## src/rtl/bar_height_scheduler_pkg.sv

```systemverilog
// Shared constants, FSM state encoding and height type for the bar height scheduler.
package bar_pkg;
   localparam int NUM_BARS = 10;
   localparam int HEIGHT_W = 10;
   localparam int MAX_H    = 479;
   localparam int MAG_W    = 16;

   typedef enum logic [1:0] {
      IDLE,
      REQ,
      PROC,
      COMMIT
   } state_t;

   typedef logic [HEIGHT_W-1:0] height_t;
endpackage

```

## src/rtl/bar_height_scheduler_calc.sv

```systemverilog
// Combinational scale, clamp and fall-off for one bar: next height from magnitude,
// previous height and enable. Also used with SHIFT=0 for the peak-hold path.
module bar_height_calc
   import bar_pkg::*;
#(
   parameter int SHIFT = 6,
   parameter int DECAY = 8
) (
   input  logic [MAG_W-1:0] mag,
   input  height_t          prev,
   input  logic             en,
   output height_t          height
);

   logic [MAG_W-1:0] shifted;
   height_t          scaled;
   height_t          decayed;

   always_comb begin
      shifted = mag >> SHIFT;
      if (shifted > MAG_W'(MAX_H)) scaled = height_t'(MAX_H);
      else                         scaled = shifted[HEIGHT_W-1:0];

      decayed = (prev > height_t'(DECAY)) ? prev - height_t'(DECAY) : '0;

      if (!en)                  height = '0;
      else if (scaled >= prev)  height = scaled;
      else if (scaled > decayed) height = scaled;
      else                      height = decayed;
   end

endmodule

```

## src/rtl/bar_height_scheduler.sv

```systemverilog
// Per-frame bar height scheduler: walks the spectrum bins, updates shadow heights, commits atomically.
// Optional peak-hold tracking is enabled by defining BAR_PEAK_HOLD_EN.
//
//   state  | meaning
//   IDLE   | waiting for a registered frame start
//   REQ    | bin_req high, waiting for bin_valid or timeout
//   PROC   | scale/clamp/decay current bar into shadow
//   COMMIT | copy all shadow heights to outputs, pulse frame_done
module bar_height_scheduler
   import bar_pkg::*;
#(
   parameter int ADDR_W     = 8,
   parameter int BIN_BASE   = 0,
   parameter int BIN_STRIDE = 1,
   parameter int SHIFT      = 6,
   parameter int DECAY      = 8,
   parameter int TIMEOUT    = 15
`ifdef BAR_PEAK_HOLD_EN
  ,parameter int HOLD_FRAMES = 30
`endif
) (
   input  logic                         MAX10_CLK1_50,
   input  logic                         Reset_h,
   input  logic                         frame_start,
   input  logic [NUM_BARS-1:0]          bar_en,
   output logic                         bin_req,
   output logic [ADDR_W-1:0]            bin_addr,
   input  logic                         bin_valid,
   input  logic [MAG_W-1:0]             bin_data,
   output logic [HEIGHT_W*NUM_BARS-1:0] bar_height,
   output logic                         busy,
   output logic                         frame_done,
   output logic                         overrun
`ifdef BAR_PEAK_HOLD_EN
  ,output logic [HEIGHT_W*NUM_BARS-1:0] peak_height
`endif
);

   localparam int IDX_W = $clog2(NUM_BARS);
   localparam int TMO_W = $clog2(TIMEOUT + 1);

   state_t           state, state_nxt;
   logic [IDX_W-1:0] index;
   logic [TMO_W-1:0] tmo;
   logic [MAG_W-1:0] mag;
   logic             start_q;
   height_t          shadow [NUM_BARS];
   height_t          height_nxt;
   logic             last_bar;
   logic             tmo_hit;

   assign busy     = (state != IDLE);
   assign last_bar = (index == IDX_W'(NUM_BARS - 1));
   assign tmo_hit  = (tmo == TMO_W'(TIMEOUT - 1));
   assign bin_addr = ADDR_W'(BIN_BASE + int'(index) * BIN_STRIDE);

   bar_height_calc #(.SHIFT(SHIFT), .DECAY(DECAY)) u_calc (
      .mag    (mag),
      .prev   (shadow[index]),
      .en     (bar_en[index]),
      .height (height_nxt)
   );

   always_comb begin
      state_nxt = state;
      bin_req   = 1'b0;
      case (state)
         IDLE:    if (start_q) state_nxt = REQ;
         REQ: begin
            bin_req = 1'b1;
            if (bin_valid || tmo_hit) state_nxt = PROC;
         end
         PROC:    state_nxt = last_bar ? COMMIT : REQ;
         COMMIT:  state_nxt = IDLE;
         default: state_nxt = IDLE;
      endcase
   end

`ifdef BAR_PEAK_HOLD_EN
   localparam int HOLD_W = $clog2(HOLD_FRAMES + 1);
   height_t           peak   [NUM_BARS];
   logic [HOLD_W-1:0] hold   [NUM_BARS];
   height_t           peak_drop;

   // Same fall-off rule applied to the peak, floored at the new bar height.
   bar_height_calc #(.SHIFT(0), .DECAY(DECAY)) u_peak_calc (
      .mag    (MAG_W'(height_nxt)),
      .prev   (peak[index]),
      .en     (1'b1),
      .height (peak_drop)
   );

   always_ff @(posedge MAX10_CLK1_50) begin
      if (Reset_h) begin
         peak_height <= '0;
         for (int i = 0; i < NUM_BARS; i++) begin
            peak[i] <= '0;
            hold[i] <= '0;
         end
      end else if (state == PROC) begin
         if (!bar_en[index]) begin
            peak[index] <= '0;
            hold[index] <= '0;
         end else if (height_nxt >= peak[index]) begin
            peak[index] <= height_nxt;
            hold[index] <= HOLD_W'(HOLD_FRAMES);
         end else if (hold[index] != '0) begin
            hold[index] <= hold[index] - 1'b1;
         end else begin
            peak[index] <= peak_drop;
         end
      end else if (state == COMMIT) begin
         for (int i = 0; i < NUM_BARS; i++) peak_height[i*HEIGHT_W +: HEIGHT_W] <= peak[i];
      end
   end
`endif

   // frame_start is registered once before the FSM sees it; a pulse landing while a
   // walk is pending or running only flags overrun.
   always_ff @(posedge MAX10_CLK1_50) begin
      if (Reset_h) begin
         state      <= IDLE;
         index      <= '0;
         tmo        <= '0;
         mag        <= '0;
         start_q    <= 1'b0;
         overrun    <= 1'b0;
         frame_done <= 1'b0;
         bar_height <= '0;
         for (int i = 0; i < NUM_BARS; i++) shadow[i] <= '0;
      end else begin
         state      <= state_nxt;
         frame_done <= 1'b0;
         start_q    <= frame_start && !busy && !start_q;
         if (frame_start && (busy || start_q)) overrun <= 1'b1;
         case (state)
            IDLE: if (start_q) index <= '0;
            REQ: begin
               if (bin_valid) begin
                  mag <= bin_data;
                  tmo <= '0;
               end else if (tmo_hit) begin
                  mag <= '0;
                  tmo <= '0;
               end else begin
                  tmo <= tmo + 1'b1;
               end
            end
            PROC: begin
               shadow[index] <= height_nxt;
               if (!last_bar) index <= index + 1'b1;
            end
            COMMIT: begin
               frame_done <= 1'b1;
               index      <= '0;
               for (int i = 0; i < NUM_BARS; i++) bar_height[i*HEIGHT_W +: HEIGHT_W] <= shadow[i];
            end
            default: ;
         endcase
      end
   end

endmodule

```

## config.mk

```make
export PLATFORM = sky130hd
export DESIGN_NAME = bar_height_scheduler
export DESIGN_NICKNAME = d
export VERILOG_FILES = /design/src/rtl/bar_height_scheduler_pkg.sv /design/src/rtl/bar_height_scheduler_calc.sv /design/src/rtl/bar_height_scheduler.sv
export SDC_FILE = /design/constraint.sdc
export NUM_CORES = 1
export LEC_CHECK = 0
export CORE_ASPECT_RATIO = 1.4
export CORE_MARGIN = 4
export CORE_UTILIZATION = 38
export DETAILED_ROUTE_END_ITERATION = 10
export PLACE_DENSITY_LB_ADDON = 0.2
export SLEW_MARGIN = 10
export SYNTH_ARGS = -nofsm -noshare
export SYNTH_HDL_FRONTEND = slang
export SYNTH_SLANG_ARGS = --single-unit
```

## constraint.sdc

```tcl
create_clock -name MAX10_CLK1_50 -period 7.1 [get_ports MAX10_CLK1_50]
set_clock_uncertainty 0.15 [all_clocks]
set_input_delay 1.42 -clock MAX10_CLK1_50 [delete_from_list [all_inputs] [get_ports MAX10_CLK1_50]]
set_output_delay 1.42 -clock MAX10_CLK1_50 [all_outputs]
set_load 0.02 [all_outputs]
```

# Word-level counts from Yosys, hierarchy flattened
# Memory sizes are Yosys's and may differ from the RTL's. A register that Yosys moved wholly into a read port is not among the register bits.
# Cells that the tools add are included.
# word_totals
ram_bits,100
input_bits,30
regBits,29
out_inout_bits,112
elab_cells,69
memories,1
# classes
n_lt_le_gt_ge,5
n_addsub,3
mux,30
n_reduce_logical,15
n_eq_ne,8
# memory_table
memory,words,width,read_ports,rd_ports_with_merged_regs,wr,line,source
shadow,10,10,11,11,10,bar_height_scheduler.sv:47,height_t shadow [NUM_BARS];
# ops
cell,n
$mux W10,6
$mux W16,2
$mux W4,7
$pmux W4 S3,1
$ge A10 B10 Y1,1
$gt A10 B10 Y1,1
$gt A10 B4 Y1 const B,1
$gt A10 B9 Y1 const B,1
$reduce_or A10 Y1,1
$sub A10 B4 Y10 const B,1
$mux W1,9
$add A4 B1 Y4 const B,2
$eq A4 B4 Y1 const B,2
$pmux W2 S4,1
$mux W2,3
$ne A2 B2 Y1 const B,3
$lt A4 B5 Y1 const B,1
$bmux W1 S4,1
$eq A2 B2 Y1 const B,2
$reduce_and A2 Y1,2
$reduce_bool A2 Y1,2
$logic_and A1 B1 Y1,3
$reduce_and A3 Y1,1
$reduce_bool A3 Y1,1
other kinds (4),6

# Depth between registers and ports, before layout
# logic_depth
word_depth,7
depth_mapped,21
depth_no_buf,16

# Hierarchy
# A second synthesis with hierarchy kept.
# unflattened
cells_unflattened,1090
area_unflattened_um2,12374.4
# by_module_without_submodules
module,area_per_inst_um2,instances,cells_each,seq_area_each_um2
bar_height_scheduler,11509.8,1,969,7467.2
bar_height_calc,864.6,1,121,0.0

# Worst setup path after synthesis
# No wires, ideal clock.
# synth_timing
kind,register -> register
startpoint,reg with a tool-made name
endpoint,mem shadow[10][8] (netlist bit) (data pin)
path_buffers,4
stages_incl_launch_ff,21
required_time_ps,6633
path_slack_ps,2145
period_less_slack_ps,4955
arrival_time_ps,4488
path_cell_list,dfxtp_1 buf_6 buf_6 mux4_2 mux2i_1 mux2_2 ha_1 nand4_1 a211oi_1 xnor2_1 nand2_1 buf_2 ha_1 and4_1 o2111a_1 a211oi_1 o22a_1 clkbuf_1 nand2_1 mux2i_4 nor3_1
# synth_rtl
item,line
to (decl),bar_height_scheduler.sv:47

==> reports/summary.txt <==
Status - complete, no violations
Postcts setup bufs - 0
Switching fraction of total power - 23.60%
Post-synthesis simple-gate area fraction - 15.64%
Final setup violation count - 0
Yosys cell types - 59
RSZ-0062 raised after global routing - no
Static leakage - 4.925 nW
Synth top area share - 39.37%
Vias per inst - 5.349
Most numerous cell in the Yosys netlist - nand2_1
Hold Fails Final Rpt - 0
Drt total wl - 34380 microns
CTS Root Cell - clkbuf_16
CTS tree - built
Htree depth - 1
Clk_lat worst skew - 550 ps
Die height - 220.0 microns
Worst-path clk slew - 70 ps
Crit. End Element - flop
Async SR Flop Fraction - 0%
Synthesized instance count - 1070
Hold_ws - 303.4 ps
Worst setup SP type - flop
Maximum clock rate - 162.7 MHz
CTS Hold Bufs - 0
HPWL Detailed - 24640 microns
Syn Area/Cell - 11.40 sq um
Power Density - 248.1 nW/um^2
Reg2reg end - shadow[9][5]$_DFFE_PP_
Synth area leaders - edfxtp_1, dfxtp_1, nand2_1
Post-synthesis sequential area ratio - 60.21%
Critical path type - flop to flop
Clk sink count - 287
Post-Synth XOR/XNOR Area - 0.3589%
RePlAce Congestion - 0.8562
Fill count - 2874
Synth area leader - edfxtp_1
Synth-to-Final Area Change - 22.57%
Pint - 2.834 mW
Synth Warn # - 0
Total chip power - 3.710 mW
WL per Instance - 21.26 microns
Starting Density - 38.62%
Hold WC Path Type - flop to flop
Die X - 159.5 microns
Ports - 142
Max-slew violations - 0
Final Cycle Share - 86.57%
Die area - 35080 sq um
Post-synthesis compound-gate area fraction - 8.777%
Worst Path Arrival - 6190 ps
Max Buffers Root-to-Sink - 3
Ant diodes - 0
Share of layout cells above drive strength 1 - 11.29%
Worst-Margin Slew - 1310 ps
Hold Path Stages - 2
Top cells by count, synth - nand2_1, edfxtp_1, dfxtp_1
Clk pwr share - 42.8%
EDFF count, synth - 160
Part of the power in registers - 48.6%
Number of global-route vias before repair - 8524
CTS resizes - 0
Reg2reg setup slack - 950 ps
Core area - 31600 sq um
DR vias - 8649
Worst reg-to-reg path cell count - 15
Synth Area in Adders - 2.563%
HP Start - bar_height[48]$_SDFFE_PP0P_
Initial DRC count - 580
Largest net degree at the start of global routing - 96
Area of the multi-input gates - 4544 sq um
First-pass GRT wire length - 51630 microns
ANT nets after route - 0
Storage element area - 7348 sq um
Worst-path maximum fanout - 15
Number of core rows - 77
Worst vdd ir - 158.7 uV
Main synth FF type - edfxtp_1
Nets - 1255
Residual DRC - 0
Hold path endpoint - bar_height[48]$_SDFFE_PP0P_
Initial antenna violation count - 0
Grt ovf - 0
Maxcap violations - 0
Total track usage - 19.15%
Flops & latches, synth - 287
Slew Limit Headroom - 12.22%
Minimum clock period - 6147 ps
1st-pass router iterations - 5
Total CTS buffers - 28
CP Data Required Time - 7150 ps
Setup TNS - 0 ps
I/O Buffers - 131
Comb power frac - 8.5%
Post-synthesis mux area share - 9.402%
Syn Std Cell Area - 12200 sq um
Main combinational cell family by area after synthesis - simple AND/OR/NAND/NOR gates
Sw Pwr - 0.8757 mW
==> cell families after synthesis <==
group,count (synthesis)
flops,287
fa+ha+maj,25
simple gates,441
xor+xnor,5
mux,58
compound gates,173
buf+inv,80
other cells,1
==> worst max-delay path: stages, from the launching register on <==
cell and delay (ps):
dfxtp_1 970, buf_4 400, mux4_2 330, a22oi_1 370, nand3_1 280, nor4b_1 430, o211ai_2 390, nand2_1 230
ha_1 270, a41oi_1 170, o21ai_0 120, a211oi_1 330, o22ai_1 360, and2_1 320, a31oi_4 420, nor2_1 250
==> worst max-delay path by stage <==
stage               start                 endpoint  cells past startpoint
finish               flop   shadow[9][5]$_DFFE_PP_                     15
global route         flop  shadow[12][5]$_DFFE_PP_                     15
CTS                  flop  shadow[12][5]$_DFFE_PP_                     15
detailed placement   flop  shadow[15][5]$_DFFE_PP_                     15
global placement     flop  shadow[10][5]$_DFFE_PP_                     15
floorplan            flop  shadow[10][8]$_DFFE_PP_                     20
==> routing by layer <==
metal  global-route usage (%)  part of all wire (%)
met1                    21.96                    38
met2                    36.39                    53
met3                    2.526                   5.0
met4                    7.091                   3.6
met5                        0                     0
==> layout by cell type (no fill, tap or decap), types with 5 or more instances in the layout <==
cell,instances
a21oi_1,116
a22o_1,10
a22oi_1,5
a31o_2,5
and2_1,7
buf_4,29
bufinv_16,5
clkbuf_16,29
clkdlybuf4s50_1,130
conb_1,6
dfxtp_1,126
edfxtp_1,160
ha_1,25
inv_1,16
mux2i_1,13
mux4_1,7
mux4_2,34
nand2_1,227
nand2b_1,9
nand3_1,22
nor2_1,85
nor2b_1,10
nor3_1,52
o21ai_0,7
==> metrics by stage <==
stage | util [%] | std cells | setup WS [ps] | instance area, sq um
after floorplan | - | 1075 | 2145 | 12220
after global placement | 44.20 | 1565 | 1104 | 13970
after detailed placement | 44.20 | 1565 | 985.7 | 13970
after CTS | 47.33 | 1617 | 961.0 | 14960
after global routing | 47.33 | 1617 | 551.7 | 14960
final | 47.33 | 1617 | 953.3 | 14960
==> flip-flops by register name, indices dropped and copies added (netlist names), named ones only <==
signal / flops
frame_done: 1
mag: 10
shadow: 160
bar_height: 100
start_q: 1
tmo: 4
state: 2
overrun: 1
index: 4
==> layout make-up <==
cell class | instances | area share, %
Inverter | 16 | 0.4015
Tap cell | 395 | 3.304
Clock buffer | 34 | 5.111
Sequential cell | 287 | 49.13
Clock inverter | 18 | 1.514
Timing Repair Buffer | 159 | 10.16
Multi-Input combinational cell | 708 | 30.38
==> power groups by stage <==
stage | clock (mW) | combinational (mW) | sequential (mW)
global route | 1.69 | 0.337 | 1.81
floorplan | 0 | 0.183 | 1.83
global placement | 0 | 0.310 | 1.84
CTS | 1.62 | 0.316 | 1.80
detailed placement | 0 | 0.314 | 1.84
finish | 1.59 | 0.316 | 1.80
Note: power is estimated with default switching activity, not from simulation.
